### config.mk
export PLATFORM = sky130hd
export DESIGN_NAME = add32_sched
export DESIGN_NICKNAME = d
export VERILOG_FILES = /design/src/rtl/add32_sched.sv
export SDC_FILE = /design/constraint.sdc
export NUM_CORES = 1
export LEC_CHECK = 0
export ABC_AREA = 1
export CORE_AREA = 2 2 120 122
export DETAILED_ROUTE_END_ITERATION = 8
export DIE_AREA = 0 0 122 124
export PLACE_DENSITY = 0.77
export RECOVER_POWER = 50
export SYNTH_ARGS = -nofsm -noshare
export SYNTH_HDL_FRONTEND = slang
export SYNTH_SLANG_ARGS = --single-unit
### constraint.sdc
create_clock -name clk -period 2 [get_ports clk]
set_clock_uncertainty 0.1 [all_clocks]
set_input_delay 0.4 -clock clk [delete_from_list [all_inputs] [get_ports clk]]
set_output_delay 0.4 -clock clk [all_outputs]
set_load 0.02 [all_outputs]
### src/rtl/add32_sched.sv
// rtl/add32_sched.sv - round-robin scheduler sequencing multi-word adds through a shared 32-bit adder
// Transactions are granted whole; the carry chains between beats of the owning requester.
module add32_sched #(
  parameter int W = 32
) (
  input  logic         clk,
  input  logic         rst,
  input  logic         req0_valid,
  output logic         req0_ready,
  input  logic [W-1:0] req0_a,
  input  logic [W-1:0] req0_b,
  input  logic         req0_cin,
  input  logic         req0_last,
  input  logic         req1_valid,
  output logic         req1_ready,
  input  logic [W-1:0] req1_a,
  input  logic [W-1:0] req1_b,
  input  logic         req1_cin,
  input  logic         req1_last,
  output logic         resp0_valid,
  output logic [W-1:0] resp0_sum,
  output logic         resp0_cout,
  output logic         resp1_valid,
  output logic [W-1:0] resp1_sum,
  output logic         resp1_cout,
  output logic         add_adv,
  output logic [W-1:0] add_a,
  output logic [W-1:0] add_b,
  input  logic [W-1:0] add_result,
  input  logic         add_c8
);

  typedef enum logic [1:0] {
    IDLE  = 2'd0,
    LOCK0 = 2'd1,
    LOCK1 = 2'd2
  } state_t;

  state_t state;
  logic   prio;
  logic   cy;
  logic   acc0;
  logic   acc1;

  // Grant: contention in IDLE resolved by prio; a locked owner is always ready.
  always_comb begin
    req0_ready = 1'b0;
    req1_ready = 1'b0;
    if (!rst) begin
      case (state)
        IDLE: begin
          req0_ready = req0_valid & (~req1_valid | ~prio);
          req1_ready = req1_valid & (~req0_valid |  prio);
        end
        LOCK0:   req0_ready = 1'b1;
        LOCK1:   req1_ready = 1'b1;
        default: ;
      endcase
    end
  end

  assign acc0 = req0_valid & req0_ready;
  assign acc1 = req1_valid & req1_ready;

  // First beat of a transaction takes its own cin; later beats take the chained carry.
  always_comb begin
    add_a   = '0;
    add_b   = '0;
    add_adv = 1'b0;
    if (acc0) begin
      add_a   = req0_a;
      add_b   = req0_b;
      add_adv = (state == IDLE) ? req0_cin : cy;
    end else if (acc1) begin
      add_a   = req1_a;
      add_b   = req1_b;
      add_adv = (state == IDLE) ? req1_cin : cy;
    end
  end

  always_ff @(posedge clk) begin
    if (rst) begin
      state       <= IDLE;
      prio        <= 1'b0;
      cy          <= 1'b0;
      resp0_valid <= 1'b0;
      resp0_sum   <= '0;
      resp0_cout  <= 1'b0;
      resp1_valid <= 1'b0;
      resp1_sum   <= '0;
      resp1_cout  <= 1'b0;
    end else begin
      resp0_valid <= acc0;
      resp1_valid <= acc1;
      if (acc0) begin
        resp0_sum  <= add_result;
        resp0_cout <= add_c8;
        if (req0_last) begin
          state <= IDLE;
          prio  <= 1'b1;
        end else begin
          state <= LOCK0;
          cy    <= add_c8;
        end
      end
      if (acc1) begin
        resp1_sum  <= add_result;
        resp1_cout <= add_c8;
        if (req1_last) begin
          state <= IDLE;
          prio  <= 1'b0;
        end else begin
          state <= LOCK1;
          cy    <= add_c8;
        end
      end
    end
  end

endmodule

==> out/results.txt, run 1 <==
F_max: 449.6 MHz
Max cap viols: 0
Hold WS: 362.6 ps
Post-Syn Area per Cell: 8.035 sq um
Final GP Congestion: 0.9858
Num Clock Sinks: 72
Max Root-Sink Buffers: 2
Die Ht: 124 microns
Final worst path period share: 111.2%
Post-DP HPWL: 11380 microns
Post-Synthesis Cell Area: 3294 sq um
Net Sw Frac: 24.24%
Met2 GRT Util: 32.58%
WP buf/inv: 5
Global-route wire length before repair: 22430 microns
Comb pwr share: 23.7%
CP dominant cell by count: nand2_2
Fin. max-slew vios: 0
Antenna violations before repair: 1
Area grow syn2layout: 116.8%
Htree depth: 3
Failing checks: negative setup slack
Final non-filler cell total: 915
Met3 Use GR: 8.150%
PortBufs: 303
Crit end category: output pin
FF+latch count, synth: 72
Critical Path AT: 1720 ps
Compound-Gate Fraction of Synth Area: 29.40%
Maximum number of pins on one net before global-route repair: 70
Vias after detailed routing: 4190
Setup CP Type: reg2out
Die Wd: 122 microns
Mux contribution to synthesized area: 0%
Area leader, netlist: dfxtp_1
Crit-path max FO: 6
Nets: 898
Synth cell types: 19
Total gr overflow: 0
Critical path's largest stage delay: 320 ps
Total Routing Usage GR: 19.50%
Worst-Skew Late Latency: 330 ps
Die ar.: 15130 sq um
Final hold vios: 0
CTS clk-pin slew, worst paths: 60 ps
GR peak layer: met2
Slew HR: 44.61%
Crit-path cells: inv_2 > nand2_2 > nand2_2 > nand2_2 > nand3_4 > clkinv_8 > buf_12 > buf_6 > a22o_1 > buf_6
Dpl ws: -830.8 ps
# setup viols final: 65
IO Count: 304
Main combinational cell family by area after synthesis: compound AO/OA/AOI/OAI gates
Slew @ Worst Pin: 830.8 ps
Cell Rows: 43
Total core area: 13720 sq um
Worst Hold Class: reg2reg
Seq pwr share: 33.8%
Syn Nets: 579
Met1 Resource Use GR: 23.53%
Largest cells by area after synthesis: dfxtp_1, a22o_1, nand2_1
DRT iter0 DRCs: 172
Synth Area in XOR/XNOR: 0%
Fin util: 52.07%
Status: complete, but fails checks
Leakage: 0.002792 uW
Post-Synthesis Cells: 410
Total wire length: 15750 microns
Seq/Total Area, Yosys: 43.75%
DRC: 0
Fin crit period: 2224 ps
Post-route setup slack: -224.0 ps
Total CTS buffers: 9
Crit path launch type: register
Placed cells: 887
P_sw: 1080 uW
Internal: 3374 uW
CP delay by family, top: buffers and inverters
Vias in the first global route: 3891
Post-CTS Hold Fix Bufs: 0
Synth Area in Adders: 0%
Crit path max-delay cell type: dfxtp_2
Simple-Gate Fraction of Synth Area: 19.86%
Via/cell ratio: 4.579
Peak VDD IR: 0.0005082 V
CTS tree: done
WP data required: 1500 ps
Clock Power Share: 42.5%
Post-synth top area share: 43.75%
Area after DPL: 6606 sq um
Pwr Density: 623.5 nW/um^2
Number of synthesis warnings: 0
DRT Pass-1 Iters: 4
DR WL/cell: 17.21 microns
Initial core utilization: 24.01%
CTS root buf: clkbuf_16
Final design area excluding fillers: 7143 sq um
Antenna-violating nets left: 0
Layout cells sized above 1: 21.25%
RSZ-0062 raised after global routing: yes
## worst min-delay path: stages (launching register included)
cell     delay, ps
dfxtp_1        300
nand2_1         60
a21oi_1         50
## per-stage QoR
stage / power, uW / TNS, ps
floorplan: 1901 / 0
global placement: 2547 / -67230
detailed placement: 2553 / -69150
CTS: 4452 / -11230
global route: 4630 / -15470
finish: 4454 / -8937
## per-layer routing
metal  up-vias  wire length (microns)
met5         -                      0
met4         0                    186
met3        16                   1644
met2       186                   7378
met1      1940                   6540
li1       2048                      -
## synthesized netlist by cell type (all sizes together)
cell    count
nand2     143
a21oi      72
dfxtp      72
a22o       64
buf        23
clkbuf     11
inv         9
nor2        5
nand3       4
clkinv      2
nand4       2
o21ai       2
or2         1
## flip-flops by register name (all words and copies together), names as in the netlist
signal / flops
cy: 1
prio: 1
resp0_cout: 1
resp0_sum: 32
resp0_valid: 1
resp1_cout: 1
resp1_sum: 32
resp1_valid: 1
state: 2
## kinds of logic after synthesis
| group | after synthesis |
|---|---|
| AOI/OAI and AO/OA | 138 |
| buffers and inverters | 45 |
| DFF | 72 |
| and+or+nand+nor | 155 |
## final cells by class
class                   instances  area (sq um)
fillers                      1291          6576
repair buffers                341          3410
multi-input cells             293          1637
flip-flops and latches         72          1444
clock buffers                  12         256.5
well taps                     180         225.2
clock inverters                 4         98.84
inverters                      11         58.81
repair inverters                1         11.26
diodes                          1         2.502
## worst paths after layout
check               start           end  slack (ps)  depth (start not counted)
max                  prio     add_b[20]        -220                         10
max reg2reg          prio          prio         210                         10
min          resp0_sum[1]  resp0_sum[1]         360                          2
min reg2reg  resp0_sum[1]  resp0_sum[1]         360                          2
## power groups by stage
stage,clock network (uW),registers (uW),logic [uW]
2_1_floorplan,0,1590,314
3_3_place_gp,0,1530,1010
3_5_place_dp,0,1540,1020
4_1_cts,1930,1510,1020
5_1_grt,2000,1510,1120
6_report,1890,1510,1060
## cell usage in the layout (no fill, tap or decap), drive strengths merged
cell,Yosys,final
a21oi,72,72
a22o,64,64
buf,23,102
bufinv,0,3
clkbuf,11,15
clkdlybuf4s15,0,1
clkdlybuf4s50,0,233
clkinv,2,2
dfxtp,72,72
diode,0,1
dlygate4sd2,0,2
inv,9,11
nand2,143,143
nand3,4,4
nand4,2,2
nor2,5,5
o21ai,2,2
or2,1,1
## timing repair
action | 4_1_cts | 5_1_grt
resized for setup | 302 | 67
pin swaps | 0 | 9
setup endpoints to repair | 98 | 66
cloned | 4 | 3
setup buffers | 6 | 2
Power figures use the tool's default switching activity.
==> run 2: changes to the inputs <==
--- a/config.mk
+++ b/config.mk
@@ -6,11 +6,12 @@
 export NUM_CORES = 1
 export LEC_CHECK = 0
 export ABC_AREA = 1
-export CORE_AREA = 2 2 120 122
+export CORE_AREA = 2 2 119 121
 export DETAILED_ROUTE_END_ITERATION = 8
-export DIE_AREA = 0 0 122 124
-export PLACE_DENSITY = 0.77
+export DIE_AREA = 0 0 121 123
+export PLACE_DENSITY = 0.78
 export RECOVER_POWER = 50
+export SLEW_MARGIN = 10
 export SYNTH_ARGS = -nofsm -noshare
 export SYNTH_HDL_FRONTEND = slang
 export SYNTH_SLANG_ARGS = --single-unit
==> constraint.sdc (replaced) <==
create_clock -name clk -period 2.6 [get_ports clk]
set_clock_uncertainty 0.1 [all_clocks]
set_input_delay 0.52 -clock clk [delete_from_list [all_inputs] [get_ports clk]]
set_output_delay 0.52 -clock clk [all_outputs]
set_load 0.02 [all_outputs]
==> out/results.txt, run 2 (synthesis gave the netlist of run 1 again) <==
Total gr overflow: 0 (unchanged)
Max cap viols: 0 (unchanged)
Total CTS buffers: 9 (unchanged)
Setup CP Type: in2out
# setup viols final: 0 (-100%)
Area grow syn2layout: 110.2%
Nets: 884 (-1.6%)
Final worst path period share: 96.14%
Power Total: 3385 uW (-24%)
Crit-path max FO: 3 (-3)
Num Clock Sinks: 72 (unchanged)
Die Wd: 121 microns (-0.82%)
Final design area excluding fillers: 6925 sq um (-3.0%)
Critical Path AT: 1880 ps (+160 ps)
Commonest cells after routing, fill and taps aside: clkdlybuf4s50_1, nand2_1, dfxtp_1
Crit path max-delay cell type: or2_2
Clock Power Share: 43.7% (+1.2 points)
Worst Hold Class: reg2reg
Crit path launch type: input port
WP data required: 1980 ps (+480 ps)
Total wire length: 14670 microns (-6.9%)
CP dominant cell by count: nand2_1
DRT Pass-1 Iters: 4 (unchanged)
DRT iter0 DRCs: 120 (-30%)
Hold_sp: resp0_sum[5]
Status: complete, no violations
PortBufs: 303 (unchanged)
Die ar.: 14880 sq um (-1.6%)
Final hold vios: 0 (unchanged)
Antenna-violating nets left: 0 (unchanged)
CTS tree: done
DR WL/cell: 16.19 microns (-6.0%)
Antenna violations before repair: 7 (+6)
Slew @ Worst Pin: 1217 ps (+386.1 ps)
Maximum number of pins on one net before global-route repair: 38 (-46%)
Crit end category: output pin
Post-CTS Hold Fix Bufs: 0 (unchanged)
Pwr Density: 488.8 nW/um^2 (-22%)
Leakage: 0.002709 uW (-3.0%)
Final non-filler cell total: 906 (-0.98%)
Final GP Congestion: 0.8138 (-17%)
Worst-Skew Late Latency: 330 ps (about the same)
Fin. max-slew vios: 0 (unchanged)
Crit-path cells: dlygate4sd2_1 > nand2_1 > nand2_1 > nand2_2 > nand3_4 > buf_4 > or2_2 > o21ai_0 > buf_2
Vias in the first global route: 3876 (-0.39%)
Fin crit period: 2500 ps
Die Ht: 123 microns (-0.81%)
Vias after detailed routing: 4056 (-3.2%)
Total core area: 13610 sq um (-0.78%)
DRC: 0 (unchanged)
Comb pwr share: 22.2% (-1.5 points)
Htree depth: 3 (unchanged)
Global-route wire length before repair: 21370 microns (-4.7%)
P_sw: 805.2 uW (-25%)
Most common cell after layout, fill and taps aside: clkdlybuf4s50_1
Layout cells sized above 1: 17.64% (-3.6 points)
Slew HR: 18.87% (-26 points)
R2R Path Start: state[0]
Total Routing Usage GR: 18.75% (-0.75 points)
CP startpoint: req1_valid
CTS root buf: clkbuf_16
Placed cells: 881 (-0.68%)
IO Count: 304 (unchanged)
Post-DP HPWL: 10830 microns (-4.8%)
# fillers: 1305 (+1.1%)
Seq pwr share: 34.2% (+0.4 points)
Peak VDD IR: 0.0002876 V (-43%)
Hold WS: 359.3 ps (-3.230 ps)
Area after DPL: 6576 sq um (-0.45%)
CTS clk-pin slew, worst paths: 50 ps (about the same)
Fin util: 50.88% (-1.2 points)
Critical path's largest stage delay: 290 ps (-30 ps)
Initial core utilization: 24.20% (+0.19 points)
F_max: 400.1 MHz
Internal: 2580 uW (-24%)
Via/cell ratio: 4.477 (-2.2%)
Cell Rows: 43 (unchanged)
Max Root-Sink Buffers: 2 (unchanged)
RSZ-0062 raised after global routing: no
Net Sw Frac: 23.78% (-0.46 points)
Biggest regs: resp0_sum: 32 flops, resp1_sum: 32 flops, state: 2 flops
run 2: area by class of cell:
class / instances / area (sq um) / area share [%]
inverters: 11 / 58.81 / 0.8491
clock buffers: 12 / 266.5 / 3.848
flip-flops and latches: 72 / 1441 / 20.81
well taps: 180 / 225.2 / 3.252
clock inverters: 4 / 98.84 / 1.427
multi-input cells: 293 / 1604 / 23.16
diodes: 6 / 15.01 / 0.2168
repair buffers: 328 / 3216 / 46.43
run 2: final timing paths:
check                           slack, ps  cells past startpoint       endpoint
worst min register to register        360                      2   resp0_sum[5]
worst max-delay path                  100                      9        add_adv
worst max register to register        500                      7  resp0_sum[26]
worst min-delay path                  360                      2   resp0_sum[5]
run 2: critical path: cells and delay by family:
family / cells / cell delay (ps)
buffers and inverters: 3 / 630
AND/OR/NAND/NOR: 5 / 620
AO/OA/AOI/OAI: 1 / 110
run 2: through the flow:
step | setup TNS [ps] | worst slack [ps]
finish | 0 | 100.4
global route | 0 | 31.16
CTS | 0 | 93.41
detailed placement | -25850 | -506.7
global placement | -26140 | -519.7
floorplan | 0 | 308.6
run 2: repair_timing:
| action | 4_1_cts | 5_1_grt |
|---|---|---|
| gates resized for setup | 229 | 0 |
| buffers inserted | 1 | 0 |
| setup endpoints to repair | 66 | 0 |
run 2: per-layer routing:
layer | vias up | GRT usage [%] | share of wire [%]
met4 | 2 | 7.122 | 1.8
met2 | 165 | 31.99 | 48
li1 | 2025 | - | -
met1 | 1846 | 20.66 | 40
met5 | - | 0 | 0.089
met3 | 18 | 8.118 | 11
run 2: power by group through the flow:
stage | clock [uW] | sequential [uW] | combinational (uW)
finish | 1480 | 1160 | 751
global route | 1560 | 1160 | 799
CTS | 1520 | 1160 | 766
detailed placement | 0 | 1180 | 775
global placement | 0 | 1180 | 772
floorplan | 0 | 1220 | 241
